File: src/rtl/axis_head_insert.sv
// AXI-Stream header inserter: prepends LEN header beats to each packet.
// Ports: aclk/aresetn, enable, head_data, s_axis_* in, m_axis_* out, pkt_cnt.
module axis_head_insert #(
  parameter int DSIZE = 8,
  parameter int LEN   = 4
) (
  input  logic                  aclk,
  input  logic                  aresetn,
  input  logic                  enable,
  input  logic [DSIZE*LEN-1:0]  head_data,
  input  logic [DSIZE-1:0]      s_axis_tdata,
  input  logic                  s_axis_tvalid,
  input  logic                  s_axis_tlast,
  output logic                  s_axis_tready,
  output logic [DSIZE-1:0]      m_axis_tdata,
  output logic                  m_axis_tvalid,
  output logic                  m_axis_tlast,
  input  logic                  m_axis_tready,
  output logic [15:0]           pkt_cnt
);

  generate
    if (LEN < 1 || LEN > 16) begin : g_len_bad
      $error("axis_head_insert: LEN must be 1..16");
    end
    if (DSIZE < 1 || DSIZE > 512) begin : g_dsize_bad
      $error("axis_head_insert: DSIZE must be 1..512");
    end
  endgenerate

  localparam int HW = $clog2(LEN + 1);
  localparam logic [HW-1:0] LAST = HW'(LEN - 1);

  typedef enum logic {
    HEAD,
    BODY
  } state_t;

  state_t                 state;
  state_t                 state_nxt;
  logic [HW-1:0]          hcnt;
  logic [HW-1:0]          hcnt_nxt;
  logic [DSIZE*LEN-1:0]   head_reg;
  logic [DSIZE-1:0]       head0;
  logic [DSIZE-1:0]       reg_beat;
  logic                   load;
  logic                   cnt_inc;

  // Beat 0 comes straight from the input so the first header
  // beat needs no prior capture; later beats use the snapshot.
  assign head0 = head_data[DSIZE*LEN-1 -: DSIZE];

  always_comb begin
    reg_beat = '0;
    for (int k = 0; k < LEN; k++) begin
      if (hcnt == HW'(k)) begin
        reg_beat = head_reg[DSIZE*(LEN-k)-1 -: DSIZE];
      end
    end
  end

  always_comb begin
    state_nxt     = state;
    hcnt_nxt      = hcnt;
    m_axis_tdata  = s_axis_tdata;
    m_axis_tvalid = 1'b0;
    m_axis_tlast  = 1'b0;
    s_axis_tready = 1'b0;
    load          = 1'b0;
    cnt_inc       = 1'b0;
    unique case (state)
      HEAD: begin
        if (hcnt == '0 && !enable) begin
          // Bypass decided once per packet; BODY runs to tlast.
          if (s_axis_tvalid) begin
            state_nxt = BODY;
          end
        end else begin
          // Header only goes out once payload is pending.
          m_axis_tvalid = s_axis_tvalid;
          m_axis_tdata  = (hcnt == '0) ? head0 : reg_beat;
          if (s_axis_tvalid && m_axis_tready) begin
            load = (hcnt == '0);
            if (hcnt == LAST) begin
              state_nxt = BODY;
              hcnt_nxt  = '0;
            end else begin
              hcnt_nxt = hcnt + 1'b1;
            end
          end
        end
      end
      BODY: begin
        m_axis_tvalid = s_axis_tvalid;
        m_axis_tlast  = s_axis_tlast;
        s_axis_tready = m_axis_tready;
        if (s_axis_tvalid && m_axis_tready && s_axis_tlast) begin
          state_nxt = HEAD;
          hcnt_nxt  = '0;
          cnt_inc   = 1'b1;
        end
      end
      default: begin
        state_nxt = HEAD;
        hcnt_nxt  = '0;
      end
    endcase
    // Handshake outputs drop as soon as reset asserts.
    if (!aresetn) begin
      m_axis_tvalid = 1'b0;
      s_axis_tready = 1'b0;
    end
  end

  always_ff @(posedge aclk or negedge aresetn) begin
    if (!aresetn) begin
      state    <= HEAD;
      hcnt     <= '0;
      head_reg <= '0;
      pkt_cnt  <= '0;
    end else begin
      state <= state_nxt;
      hcnt  <= hcnt_nxt;
      if (load) begin
        head_reg <= head_data;
      end
      if (cnt_inc) begin
        pkt_cnt <= pkt_cnt + 16'd1;
      end
    end
  end

endmodule

File: config.mk
export PLATFORM = sky130hd
export DESIGN_NAME = axis_head_insert
export DESIGN_NICKNAME = d
export VERILOG_FILES = /design/src/rtl/axis_head_insert.sv
export SDC_FILE = /design/constraint.sdc
export NUM_CORES = 1
export LEC_CHECK = 0
export ABC_CLOCK_PERIOD_IN_PS = 2000
export CAP_MARGIN = 15
export CORE_MARGIN = 1.5
export CORE_UTILIZATION = 48
export CTS_BUF_LIST = sky130_fd_sc_hd__clkbuf_4 sky130_fd_sc_hd__clkbuf_8
export CTS_CLUSTER_DIAMETER = 80
export DETAILED_ROUTE_END_ITERATION = 8
export PLACE_DENSITY_LB_ADDON = 0.3
export SETUP_SLACK_MARGIN = 0.02
export SLEW_MARGIN = 20
export SYNTH_ARGS = -nofsm -noshare
export SYNTH_HDL_FRONTEND = slang
export SYNTH_SLANG_ARGS = --single-unit
File: constraint.sdc
create_clock -name aclk -period 2 [get_ports aclk]
set_input_delay 0.2 -clock aclk [delete_from_list [all_inputs] [get_ports aclk]]
set_output_delay 0.2 -clock aclk [all_outputs]
set_load 0.005 [all_outputs]
## Yosys cells after proc, flatten, opt, wreduce, memory -nomap -nowiden

Cells that the tools add are included.

| storage, ports and cells | value |
|---|---|
| bits in registers | 44 |
| output and inout port bits | 27 |

| cells by class | value |
|---|---|
| add/sub/neg operators | 2 |
| mux-type cells | 28 |
| bitwise operators | 1 |
| reductions and logical operators | 6 |
| eq/ne operators | 6 |

Operators with widths:

| cell | count |
|---|---|
| 2-to-1 mux 8 bit | 6 |
| adder 16 x 1 -> 16 bit (second input constant) | 1 |
| 2-to-1 mux 1 bit | 15 |
| 2-to-1 mux 3 bit | 4 |
| == test 3 x 2 -> 1 bit (second input constant) | 2 |
| case mux 3 bit (2 select lines) | 1 |
| != test 2 bit (second input constant) | 2 |
| case mux 1 bit (2 select lines) | 2 |
| adder 3 x 1 -> 3 bit (second input constant) | 1 |
| == test 3 x 1 -> 1 bit (second input constant) | 1 |
| logical AND 1 bit | 3 |
| logical NOT 3 bit | 1 |
| AND reduction 3 bit | 1 |
| != test 2 x 1 -> 1 bit (second input constant) | 1 |
| logical NOT 1 bit | 1 |
| NOT 1 bit | 1 |

## Depth between registers and ports, before layout

| logic depth | value |
|---|---|
| word-level depth | 7 |
| depth in mapped cells | 8 |
| depth with buffers taken out | 6 |

## Least setup slack after synthesis

OpenSTA, ideal clock, no wires.

| timing | value |
|---|---|
| kind | register to register |
| start | reg hcnt[0] |
| end | reg head_reg[10] |
| library setup time | 0.128 ns |
| required time | 1.872 ns |
| slack | 0.142 ns |
| stages on the path, launching flop included | 8 |
| data arrival time | 1.730 ns |
| path buffers | 2 |
| cells stage by stage | dfrtp_1 -> inv_1 -> ha_1 -> buf_4 -> nand2b_1 -> nor4b_4 -> buf_4 -> mux2_1 |

| between the ends | value |
|---|---|
| longest elaborated chain between the ends | 4 |

Ends and longest elaborated chain:

| item | line | source |
|---|---|---|
| start, declared | 41 | `logic [HW-1:0] hcnt;` |
| start signal, assigned | 123 | `hcnt <= hcnt_nxt;` |
| logical NOT 3 bit * | 73, 83 |  |
| 2-to-1 mux 1 bit or logical AND 1 bit (tied branches) | 82, 73 |  |
| 2-to-1 mux 1 bit * | 73 | `if (hcnt == '0 && !enable) begin` |
| 2-to-1 mux 1 bit * | 71 | `unique case (state)` |
| end signal, assigned | 125 | `head_reg <= head_data;` |
| end, declared | 43 | `logic [DSIZE*LEN-1:0] head_reg;` |

Every way passes the cells marked *; elsewhere a longest branch is shown, timed or not.
A chain may end at the register's enable or synchronous reset.

## Final worst setup path

| timing | value |
|---|---|
| start | reg hcnt[0] |
| end | out m_axis_tdata[0] |

| between the ends | value |
|---|---|
| longest elaborated chain between the ends | 7 |

Ends and longest elaborated chain:

| item | line | source |
|---|---|---|
| == test 3 x 1 -> 1 bit | 56 | `if (hcnt == HW'(k)) begin` |
| 2-to-1 mux 8 bit (3 in series) | 56 |  |
| 2-to-1 mux 8 bit | 81 | `m_axis_tdata = (hcnt == '0) ? head0 : reg_beat;` |
| 2-to-1 mux 8 bit * | 73 |  |
| 2-to-1 mux 8 bit * | 71 |  |
| end, declared | 15 | `output logic [DSIZE-1:0] m_axis_tdata,` |

Marks and branches as above.

==> run summary <==
Synth Instances: 231
Fill cell count: 276
#FFs+latches synth: 44
CP max FO: 4
Pwr dens: 1260 nW/um^2
Initial Util: 51.2%
Area of the multi-input gates: 1270 um^2
Fmax: 0.483 GHz
First-pass GRT wire length: 10200 um
Chip Width: 72.1 um
Worst Skew: 0.00654 ns
CTS max path bufs: 2
Vias: 2104
Static leakage: 0.00153 uW
Crit-path cells: inv_2 > ha_4 > nor3b_4 > or3_4 > buf_6 > o21ai_2 > buf_2
CP Launch Type: register
Finished Core Util: 78.7%
Synth top area cells: dfrtp_1 48%, mux2_1 6.9%, nand2_1 5.9%
CTS tree: done
DRC Markers: 0
GRT overflow: 0
Crit-path slowest cell: dfrtp_1
Setup ws final: -0.0692 ns
Post-Layout Cell Count: 378
Worst setup endpoint: m_axis_tdata[0]
Flop2flop setup slack: -0.02 ns
CTS buffer count: 5
Placeable Area: 4470 um^2
Top cell type's share of synthesized area: 48.0%
Synth warn: 0
Slew margin rel.: 63.3%
Failing checks: negative setup slack
# rows: 24
Crit path from: hcnt[0]
# setup viols final: 14
Min Clock Period, post-route: 2.07 ns
Port Buffers: 72
DP Wirelength: 4280 um
Pre-CTS setup slack: -0.237 ns
Die Span Y: 72.1 um
GRT Overall Usage: 25.4%
WL per Instance: 17.2 um
Ant. Diodes: 0
Mapped Nets: 282
FF-to-FF Start: hcnt[0]
Vias in the first global route: 2170
# placed instances: 356
Hold Fails Final Rpt: 0
Final wirelength: 6520 um
Worst setup path class: register to primary output
Layout cell share with drive strength beyond 1: 27.3%
Max incr delay on CP: 0.40 ns
H-Tree Depth: 2
Worst Path Arrival: 1.87 ns
Layout area overhead: 53.5%
Crit end category: primary output
IO Count: 73
Final #Nets: 376
ANT nets after route: 0
FF+latch area: 1100 um^2
Worst-Skew Late Latency: 0.30 ns
Worst-Margin Slew: 0.551 ns
Final Wtd Congestion: 0.874
RSZ-0062 raised after global routing: yes
Synth Area per Inst: 9.92 um^2
Max reg flops: 24
Worst hold path type: primary input to asynchronous set/reset pin
Synth unique cells: 35
Worst r2r dst: head_reg[9]
Post-Syn Area: 2290 um^2
Pin count of the biggest net entering global routing: 45
Setup TNS: -0.385 ns
Synth area leader: dfrtp_1
Max-Cap Viols: 0
Tcrit/Tclk final: 103%
Outcome: finished, violations left
WP data required: 1.80 ns
Sink Count: 44
R2R cell count: 8
Initial drt markers: 97
Pins Over Slew Limit: 0
Initial antenna violation count: 0
Root buffer cell: clkbuf_8
First drt pass iteration count: 4
Clk pin slew, worst setup/hold paths: 0.08 ns
VDD IR max: 0.854 mV
Vias per inst: 5.57
Sequential-to-total area share from yosys stat: 48.0%
Die area: 5200 um^2
==> cell usage in the layout (no fill, tap or decap), types with 6 or more instances in the layout <==
master           netlist  layout
o21ai_0               25      12
xor2_1                 6       6
nor2_1                 7       7
xnor2_1                9       9
buf_2                  3       9
dfrtp_1               44      44
o21ai_2                0       7
buf_4                  4      22
a21oi_1               17      12
inv_1                 11       9
clkdlybuf4s50_1        0      62
nand2_1               36      36
o21ai_1                0       6
mux2_4                 0      10
==> what timing repair did <==
item | in CTS | in global routing
gates cloned | 0 | 1
pin swaps | 9 | 11
endpoints found under the setup margin | 25 | 25
hold buffers | 0 | 0
setup buffers | 11 | 2
gates resized for setup | 68 | 27
==> cell families (layout without fill, tap and decap cells) <==
family / after synthesis / after routing / synth area share, %
buffers and inverters: 24 / 119 / 4.75
adders and majority gates: 5 / 5 / 2.73
and+or+nand+nor: 71 / 71 / 16.9
muxes: 16 / 16 / 7.86
DFF: 44 / 44 / 48.0
AOI/OAI and AO/OA: 56 / 56 / 14.0
xor gates and xnor gates: 15 / 15 / 5.73
==> worst min-delay path by stage <==
stage | from | to
global placement | aresetn | head_reg[5]
finish | aresetn | head_reg[5]
detailed placement | aresetn | head_reg[5]
CTS | aresetn | pkt_cnt[14]
floorplan | aresetn | hcnt[0]
global route | aresetn | head_reg[5]
==> where the power goes <==
group          switching [uW]  internal, uW  total (uW)
Clock                     300           384         684
Combinational            1140          1230        2370
Sequential                191          1180        1380
==> stage by stage <==
| step | hold slack, ns | instance area, um^2 | power, uW |
|---|---|---|---|
| 2_1_floorplan | -0.0956 | 2290 | 2280 |
| 3_3_place_gp | 0.390 | 3120 | 3010 |
| 3_5_place_dp | 0.394 | 3120 | 3070 |
| 4_1_cts | 0.0686 | 3380 | 4050 |
| 5_1_grt | 0.101 | 3520 | 4690 |
| 6_report | 0.0422 | 3520 | 4430 |
==> layout make-up <==
class	instances	share of cell area (%)
clock inverter	2	0.995
timing repair buffer	100	26.6
tap	52	1.85
sequential	44	31.3
multi-input combinational	163	36.0
inverter	11	1.17
clock buffer	6	2.17
==> routing by layer <==
metal	GRT usage [%]	part of all wire (%)
met5	0	0
met4	11.3	2.2
met2	44.0	54
met1	30.4	41
met3	5.28	3.1
==> synthesized netlist by cell type <==
master and n:
or3_1 1, nand2_1 36, a22o_1 1, nor3b_2 1, inv_1 11, a21oi_1 17
nor3_1 3, nor4b_4 1, nand3_1 4, o21bai_1 2, o21ai_0 25, nor4_2 1
nor3_2 1, buf_4 4, nand4_1 3, nand4_4 1, nor2b_1 1, mux2_1 14
and4_1 4, buf_2 3, nand2b_1 1, o21a_1 1, or2_2 2, a221o_1 1
and3_1 3, and2_1 1, ha_1 5, xor2_1 6, a22oi_1 8, dfrtp_1 44
clkbuf_1 6, xnor2_1 9, mux2_2 2, nor2_1 7, o311a_1 1
==> critical path: cells and delay by family, from the launching register on <==
kind	cells	cell delay, ns
buffers and inverters	3	0.36
DFF	1	0.40
AOI/OAI and AO/OA	1	0.13
adders and majority gates	1	0.17
and+or+nand+nor	2	0.52
Note: power is estimated with default switching activity, not from simulation.
